<file path="src/rtl/fwd_sel_ctrl.sv">
// fwd_sel_ctrl: operand-forwarding controller for the KGP-RISC 5-stage pipeline.
// Tracks in-flight destinations in shadow EX/MEM records, drives registered
// EX-stage operand selects, flags load-use stalls and counts stall cycles.
//
// Ports:
//   clk, rst          clock, asynchronous active-low reset
//   id_valid          real instruction present in ID
//   id_rs, id_rt      source registers of the ID instruction
//   id_uses_rt        ID instruction reads rt
//   id_rd             destination register of the ID instruction
//   id_reg_write      ID instruction writes id_rd
//   id_mem_read       ID instruction is a load
//   flush             squash the ID instruction (branch taken)
//   ex_sel_a/b        operand selects for the instruction in EX
//                     (00 regfile, 01 EX/MEM ALU, 10 MEM/WB)
//   id_stall          combinational load-use stall request
//   stall_count       saturating count of stall cycles
module fwd_sel_ctrl #(
  parameter int unsigned REG_AW = 5,
  parameter int unsigned CNT_W  = 16
) (
  input  logic              clk,
  input  logic              rst,
  input  logic              id_valid,
  input  logic [REG_AW-1:0] id_rs,
  input  logic [REG_AW-1:0] id_rt,
  input  logic              id_uses_rt,
  input  logic [REG_AW-1:0] id_rd,
  input  logic              id_reg_write,
  input  logic              id_mem_read,
  input  logic              flush,
  output logic [1:0]        ex_sel_a,
  output logic [1:0]        ex_sel_b,
  output logic              id_stall,
  output logic [CNT_W-1:0]  stall_count
);

  localparam logic [1:0] SEL_RF  = 2'b00;
  localparam logic [1:0] SEL_EXM = 2'b01;
  localparam logic [1:0] SEL_MWB = 2'b10;

  typedef struct packed {
    logic              valid;
    logic [REG_AW-1:0] rd;
    logic              reg_write;
    logic              mem_read;
  } rec_t;

  // The register file is write-through, so a WB-stage producer never needs
  // forwarding; only the EX and MEM records influence any output.
  rec_t ex_q;
  rec_t mem_q;

  logic       ex_prod;
  logic       mem_prod;
  logic       bubble;
  logic [1:0] sel_a_c;
  logic [1:0] sel_b_c;
  rec_t       id_rec;

  // Producing records: valid, writing, and not targeting the zero register
  assign ex_prod  = ex_q.valid  & ex_q.reg_write  & (ex_q.rd  != '0);
  assign mem_prod = mem_q.valid & mem_q.reg_write & (mem_q.rd != '0);

  // Load-use hazard; a flush squashes the consumer so it never stalls
  assign id_stall = id_valid & ~flush & ex_prod & ex_q.mem_read &
                    ((ex_q.rd == id_rs) | (id_uses_rt & (ex_q.rd == id_rt)));

  assign bubble = ~id_valid | flush | id_stall;

  // Select evaluation in ID; youngest usable producer wins, a load in EX has no data yet
  always_comb begin
    sel_a_c = SEL_RF;
    sel_b_c = SEL_RF;
    if (id_rs != '0) begin
      if (ex_prod && !ex_q.mem_read && (ex_q.rd == id_rs)) begin
        sel_a_c = SEL_EXM;
      end else if (mem_prod && (mem_q.rd == id_rs)) begin
        sel_a_c = SEL_MWB;
      end
    end
    if (id_uses_rt && (id_rt != '0)) begin
      if (ex_prod && !ex_q.mem_read && (ex_q.rd == id_rt)) begin
        sel_b_c = SEL_EXM;
      end else if (mem_prod && (mem_q.rd == id_rt)) begin
        sel_b_c = SEL_MWB;
      end
    end
  end

  // Record entering EX; only the valid bit distinguishes a bubble
  always_comb begin
    id_rec           = '0;
    id_rec.valid     = ~bubble;
    id_rec.rd        = id_rd;
    id_rec.reg_write = id_reg_write;
    id_rec.mem_read  = id_mem_read;
  end

  // Shadow pipeline shift and registered selects
  always_ff @(posedge clk or negedge rst) begin
    if (!rst) begin
      ex_q     <= '0;
      mem_q    <= '0;
      ex_sel_a <= SEL_RF;
      ex_sel_b <= SEL_RF;
    end else begin
      mem_q    <= ex_q;
      ex_q     <= id_rec;
      ex_sel_a <= bubble ? SEL_RF : sel_a_c;
      ex_sel_b <= bubble ? SEL_RF : sel_b_c;
    end
  end

  // Saturating stall counter, bumped on the edge that inserts the bubble
  always_ff @(posedge clk or negedge rst) begin
    if (!rst) begin
      stall_count <= '0;
    end else if (id_stall && (stall_count != '1)) begin
      stall_count <= stall_count + CNT_W'(1);
    end
  end

endmodule

</file>
<file path="config.mk">
export PLATFORM = sky130hd
export DESIGN_NAME = fwd_sel_ctrl
export DESIGN_NICKNAME = d
export VERILOG_FILES = /design/src/rtl/fwd_sel_ctrl.sv
export SDC_FILE = /design/constraint.sdc
export NUM_CORES = 1
export LEC_CHECK = 0
export CORE_MARGIN = 5
export CORE_UTILIZATION = 50
export DETAILED_ROUTE_END_ITERATION = 12
export GPL_TIMING_DRIVEN = 1
export PLACE_DENSITY = 0.82
export SLEW_MARGIN = 20
export SYNTH_ARGS = -nofsm -noshare
export SYNTH_HDL_FRONTEND = slang
export SYNTH_SLANG_ARGS = --single-unit
export TNS_END_PERCENT = 5
</file>
<file path="constraint.sdc">
create_clock -name clk -period 3 [get_ports clk]
set_input_delay 0.3 -clock clk [delete_from_list [all_inputs] [get_ports clk]]
set_output_delay 0.3 -clock clk [all_outputs]
set_load 0.05 [all_outputs]
</file>
==> impl_metrics.env, run 1 <==
export IMPL_clkTransAtPathRegs_ps=120
export IMPL_synth_commonest_cells="dfrtp_1 (35), xor2_1 (22), nor3_1 (14), nand2_1 (12), xnor2_1 (10)"
export IMPL_fp_dieH_um=67.5
export IMPL_cts_hold_repair_buffers=0
export IMPL_synth_seq_cells=35
export IMPL_required_ps=2700
export IMPL_power_leakage_uw=0.000941
export IMPL_via_per_inst=5.48
export IMPL_vias=1305
export IMPL_cts_root_buf="clkbuf_4"
export IMPL_dp_worst_setup_slack_ps=551
export IMPL_grt_pass1_wl_mm=6.33
export IMPL_setup_viol=0
export IMPL_yosysTopAreaCell="dfrtp_1"
export IMPL_antenna_left=0
export IMPL_htreeDepth=2
export IMPL_track_usage=0.189
export IMPL_synthSimpleGateAreaFrac=0.234
export IMPL_syn_area_per_cell_um2=11.4
export IMPL_fill_cells=263
export IMPL_ir_drop_mv=0.336
export IMPL_drt_total_wl_mm=3.65
export IMPL_diodes=0
export IMPL_syn_to_final_growth_pct=31.8
export IMPL_drt_iter0_drc=72
export IMPL_max_cap_viol_count=0
export IMPL_ys_types=35
export IMPL_cp_end_kind="primary output"
export IMPL_synth_edff_count=0
export IMPL_finalWorstSetupSlack_ps=619
export IMPL_synthesis_area_um2=1650
export IMPL_place_congestion=0.887
export IMPL_route_detailed_drc=0
export IMPL_cts_tree="yes"
export IMPL_tightest_slew_ps=507
export IMPL_layout_min_cycle_time_ps=2380
export IMPL_synthFlopType="dfrtp_1"
export IMPL_synth_top_cell_area_share=0.530
export IMPL_syn_inst=145
export IMPL_synthAdderAreaFrac=0.00756
export IMPL_post_cts_repair_setup_buffers=0
export IMPL_final_nets=216
export IMPL_yosysSeqAreaShare=0.530
export IMPL_cp_max_fo=16
export IMPL_drt_pre_antenna_iters=4
export IMPL_synthMuxAreaShare=0.0159
export IMPL_coreArea_um2=3100
export IMPL_finClkSkew_ps=13.4
export IMPL_synth_async_reset_ratio=1.00
export IMPL_synth_xor_area_frac=0.169
export IMPL_timing_slew_headroom=0.661
export IMPL_rsz0062_at_grt="false"
export IMPL_final_cells=238
export IMPL_rows=20
export IMPL_yosysMostFrequentCell="dfrtp_1"
export IMPL_start_kind="flip-flop"
export IMPL_hold_class="input pin to async pin"
export IMPL_antenna_found_initial=0
export IMPL_pin_count=43
export IMPL_ys_warn_count=0
export IMPL_clkLatencyLatePin_ps=360
export IMPL_overflow=0
export IMPL_dp_hpwl_mm=2.82
export IMPL_cts_sinks=35
export IMPL_cts_buffer_depth=2
export IMPL_critPathKind="flip-flop to primary output"
export IMPL_setup_tns_ps=0
export IMPL_start_util=0.533
export IMPL_place_inst=230
export IMPL_cts_inserted_buffers=5
export IMPL_synth_compound_area_share=0.0280
export IMPL_synth_nets=168
export IMPL_p_per_area_nw_per_um2=387
export IMPL_status="completed"
export IMPL_drive_gt1_frac=0.0928
export IMPL_grt_max_degree=36
export IMPL_routedWlPerCell_um=15.3
export IMPL_synth_top_family_by_area="simple AND/OR/NAND/NOR gates"
export IMPL_multi_input_area_um2=752
export IMPL_grt_pass1_vias=1336
export IMPL_clock_fmax_ghz=0.420
export IMPL_period_share=0.794
export IMPL_ctsResizeCount=0
export IMPL_die_width_um=67.5
export IMPL_worstPathArrival_ps=2080
export IMPL_regArea_um2=876
export IMPL_fin_hold_ws_ps=331
export IMPL_power_uw=842
export IMPL_dieArea_um2=4560
export IMPL_maxSlewViolCount=0
export IMPL_hold_viol=0
export IMPL_synth_area_leaders="dfrtp_1 (53%), xor2_1 (12%), xnor2_1 (5.3%), nor3_1 (4.2%), nand2_1 (2.7%)"
export IMPL_port_buffers=42
metrics by stage:
step	utilization	instance area (um2)
6_report	0.702	2180
5_1_grt	0.702	2180
4_1_cts	0.702	2180
3_5_place_dp	0.683	2120
3_3_place_gp	0.683	2120
2_1_floorplan	-	1650
path summary, 6_finish.rpt:
check                                           startpoint                         end  slack, ps  cells past startpoint
min in group clk                                  id_rd[0]           ex_q[2]$_DFF_PN0_        370                      1
worst max register to register  stall_count[0]$_DFFE_PN0P_  stall_count[1]$_DFFE_PN0P_        720                      6
worst max-delay path                     ex_q[3]$_DFF_PN0_                    id_stall        620                      6
worst min-delay path                                   rst  stall_count[2]$_DFFE_PN0P_        330                      2
worst min register to register           ex_q[1]$_DFF_PN0_          mem_q[1]$_DFF_PN0_        390                      0
max in group asynchronous                              rst       ex_sel_a[0]$_DFF_PN0_       2360                      2
state kept, by name (all words and copies together), names as in the netlist:
signal / count
ex_q: 8
ex_sel_a: 2
ex_sel_b: 2
mem_q: 7
stall_count: 16
power by group:
part | total [uW] | internal [uW] | switching (uW)
clock | 264 | 93.5 | 170
combinational | 84.1 | 45.6 | 38.4
sequential | 495 | 483 | 12.2
layout by cell type (no fill, tap or decap), drive strengths merged:
master / instances
clkinvlp: 2
and2b: 1
xnor2: 10
o311a: 1
nor3b: 1
nand4b: 1
dfrtp: 35
a31oi: 1
mux2: 2
xor2: 22
clkdlybuf4s50: 41
nand2b: 1
nand4: 3
or2b: 1
nor3: 14
buf: 2
o2111ai: 1
and4: 1
or4: 2
or3: 1
nor4: 7
clkbuf: 5
a21oi: 1
nand3: 8
o21ai: 1
nor4b: 2
nand2: 12
inv: 3
nor2: 9
and3: 2
ha: 1
layout make-up:
class / count / share of cell area
multi-input combinational: 106 / 0.345
tap: 44 / 0.0253
clock inverter: 3 / 0.0109
timing repair buffer: 43 / 0.195
clock buffer: 5 / 0.0172
sequential: 35 / 0.402
inverter: 2 / 0.00459
worst max-delay path, cell delays in order (launching register included):
cell and delay [ps]:
dfrtp_1 450, or4_1 560, nor2_2 170, nor4b_4 80, o21ai_4 200, inv_4 70
buf_4 200
routing by layer:
layer,routed length [um],part of all wire,global-route usage,up-vias
li1,-,-,-,604
met1,1460,0.40,0.233,645
met2,1890,0.52,0.309,48
met3,244,0.067,0.0699,8
met4,49,0.013,0.0582,0
met5,0,0,0,-
logic make-up after synthesis:
kind of cell	Yosys count
XOR/XNOR	32
AND/OR/NAND/NOR	66
multiplexers	2
flip-flops	35
adder cells (fa/ha/maj)	1
buffers and inverters	4
AO/OA/AOI/OAI	5
(Power assumes the default switching activity.)
==> inputs of run 2 (changes only) <==
--- a/config.mk
+++ b/config.mk
@@ -6,10 +6,10 @@
 export NUM_CORES = 1
 export LEC_CHECK = 0
 export CORE_MARGIN = 5
-export CORE_UTILIZATION = 50
+export CORE_UTILIZATION = 43
 export DETAILED_ROUTE_END_ITERATION = 12
 export GPL_TIMING_DRIVEN = 1
-export PLACE_DENSITY = 0.82
+export PLACE_DENSITY = 0.75
 export SLEW_MARGIN = 20
 export SYNTH_ARGS = -nofsm -noshare
 export SYNTH_HDL_FRONTEND = slang
==> constraint.sdc (replaced) <==
create_clock -name clk -period 1.9 [get_ports clk]
set_input_delay 0.19 -clock clk [delete_from_list [all_inputs] [get_ports clk]]
set_output_delay 0.19 -clock clk [all_outputs]
set_load 0.05 [all_outputs]
==> run 2 against run 1 <==
  * The run now ends with setup timing left
  * Register-to-register slack got worse by 800 ps
  * Clock skew fell by 8.8 ps
  * Wire length grew 23%
  * Design area increased by 22%
  * Power increased by 77%
  * Clock-buffer cell count stayed put
  * Via count is 14% higher
  * Die area rose by 14%
  * Combinational power is 110% higher
  * Critical path type unchanged
  * Critical endpoint unchanged
  * Largest cell class is now multi-input gates
==> impl_metrics.env, run 2 (synthesis gave the netlist of run 1 again) <==
export IMPL_cts_root_buf="clkbuf_8"
export IMPL_top_regs="stall_count x16, ex_q x8, mem_q x7"
export IMPL_comb_power_share=0.120
export IMPL_path_cells="or4_4 -> nor2_4 -> nor4b_4 -> o21ai_4 -> inv_4 -> buf_6 -> buf_12"
export IMPL_clkTransAtPathRegs_ps=70
export IMPL_cts_buffer_depth=2
export IMPL_largest_reg_flops=16
export IMPL_routedWlPerCell_um=16.2
export IMPL_drt_pre_antenna_iters=4
export IMPL_p_int_uw=1120
export IMPL_port_buffers=42
export IMPL_maxSlewViolCount=0
export IMPL_reg2regPathDepth=8
export IMPL_fin_hold_ws_ps=305
export IMPL_layout_min_cycle_time_ps=2030
export IMPL_cts_hold_repair_buffers=0
export IMPL_period_share=1.07
export IMPL_fp_dieH_um=72.0
export IMPL_p_per_area_nw_per_um2=561
export IMPL_syn_to_final_growth_pct=60.7
export IMPL_overflow=0
export IMPL_violations="setup timing"
export IMPL_pin_count=43
export IMPL_clock_fmax_ghz=0.493
export IMPL_diodes=0
export IMPL_max_cap_viol_count=0
export IMPL_coreArea_um2=3690
export IMPL_grt_pass1_wl_mm=7.42
export IMPL_start_kind="flip-flop"
export IMPL_timing_rr_start="ex_q[4]$_DFF_PN0_"
export IMPL_top_register="stall_count"
export IMPL_hold_class="input pin to async pin"
export IMPL_vias=1484
export IMPL_status="complete, but fails checks"
export IMPL_tightest_slew_ps=516
export IMPL_cts_inserted_buffers=5
export IMPL_start_util=0.448
export IMPL_fill_cells=241
export IMPL_layout_common_cells="clkdlybuf4s50_1 (41), buf_4 (33), dfrtp_1 (27), xor2_1 (22), nand2_1 (12)"
export IMPL_power_leakage_uw=0.00114
export IMPL_die_width_um=72.0
export IMPL_p_seq_frac=0.522
export IMPL_htreeDepth=2
export IMPL_slowest_stage="or4_4"
export IMPL_worstPathArrival_ps=1840
export IMPL_finalWorstSetupSlack_ps=-130
export IMPL_required_ps=1710
export IMPL_drive_gt1_frac=0.358
export IMPL_track_usage=0.181
export IMPL_cp_end_kind="primary output"
export IMPL_antenna_left=0
export IMPL_grt_pass1_vias=1608
export IMPL_clkLatencyLatePin_ps=290
export IMPL_critPathKind="flip-flop to primary output"
export IMPL_finClkSkew_ps=4.62
export IMPL_slowest_delay_ps=550
export IMPL_ir_drop_mv=0.504
export IMPL_drt_total_wl_mm=4.49
export IMPL_cp_max_fo=3
export IMPL_power_uw=1490
export IMPL_final_common_cell="clkdlybuf4s50_1"
export IMPL_setup_viol=9
export IMPL_cts_sinks=35
export IMPL_grt_max_degree=36
export IMPL_hold_viol=0
export IMPL_p_sw_uw=372
export IMPL_p_sw_frac=0.249
export IMPL_route_detailed_drc=0
export IMPL_drt_iter0_drc=73
export IMPL_r2r_slack_ps=-80
export IMPL_rsz0062_at_grt="true"
export IMPL_cts_tree="yes"
export IMPL_dp_hpwl_mm=3.19
export IMPL_timing_slew_headroom=0.655
export IMPL_p_clk_frac=0.357
export IMPL_rows=22
export IMPL_dieArea_um2=5190
export IMPL_r2r_end="stall_count[14]$_DFFE_PN0P_"
export IMPL_place_congestion=0.857
export IMPL_via_per_inst=5.36
export IMPL_antenna_found_initial=0
export IMPL_final_nets=251
## run 2: worst max path at each step
stage	start	end	slack, ps	cells after the start
after detailed placement	id_rs[1]	stall_count[3]$_DFFE_PN0P_	-240	9
final	ex_q[4]$_DFF_PN0_	id_stall	-130	7
after floorplan	ex_q[3]$_DFF_PN0_	stall_count[14]$_DFFE_PN0P_	-90	7
after CTS	ex_q[4]$_DFF_PN0_	id_stall	-150	7
after global routing	ex_q[4]$_DFF_PN0_	id_stall	-190	7
after global placement	id_rs[4]	stall_count[7]$_DFFE_PN0P_	-140	9
## run 2: worst max-delay path: cells and delay by family (launching register included)
family	cells	cell delay, ps
buffers and inverters	3	310
DFF	1	380
AOI/OAI and AO/OA	1	100
and+or+nand+nor	3	770
## run 2: through the flow
step / setup TNS (ps) / std cells / cell area, um2 / utilization / setup WS (ps)
2_1_floorplan: -832 / 145 / 1660 / - / -85.1
6_report: -275 / 277 / 2660 / 0.720 / -130
5_1_grt: -1800 / 277 / 2660 / 0.720 / -187
3_5_place_dp: -2730 / 263 / 2360 / 0.641 / -237
4_1_cts: -1600 / 277 / 2540 / 0.690 / -150
3_3_place_gp: -1600 / 263 / 2360 / 0.641 / -140
## run 2: layout make-up
class | count | area (um2) | share of cell area
Inverter | 2 | 10.0 | 0.00377
Multi-Input combinational cell | 106 | 892 | 0.336
Tap cell | 48 | 60.1 | 0.0226
Clock inverter | 3 | 20.0 | 0.00753
Sequential cell | 35 | 886 | 0.333
Clock buffer | 5 | 68.8 | 0.0259
Timing Repair Buffer | 78 | 721 | 0.271
## run 2: layer usage
metal | wire [um] | GRT usage | share of wire | vias up
li1 | - | - | - | 679
met1 | 1870 | 0.223 | 0.42 | 728
met2 | 2290 | 0.302 | 0.51 | 64
met3 | 227 | 0.0416 | 0.051 | 13
met4 | 99 | 0.0814 | 0.022 | 0
met5 | 0 | 0 | 0 | -
## run 2: repair_timing
action,CTS,global route
endpoints found under the setup margin,18,19
buffers inserted,6,0
pin swaps,5,8
resized for setup,8,21
## run 2: power by group through the flow
stage	combinational [uW]	clock (uW)	sequential (uW)
6_report	180	533	779
5_1_grt	195	576	782
4_1_cts	177	536	779
3_5_place_dp	173	0	793
3_3_place_gp	167	0	792
2_1_floorplan	49.0	0	796
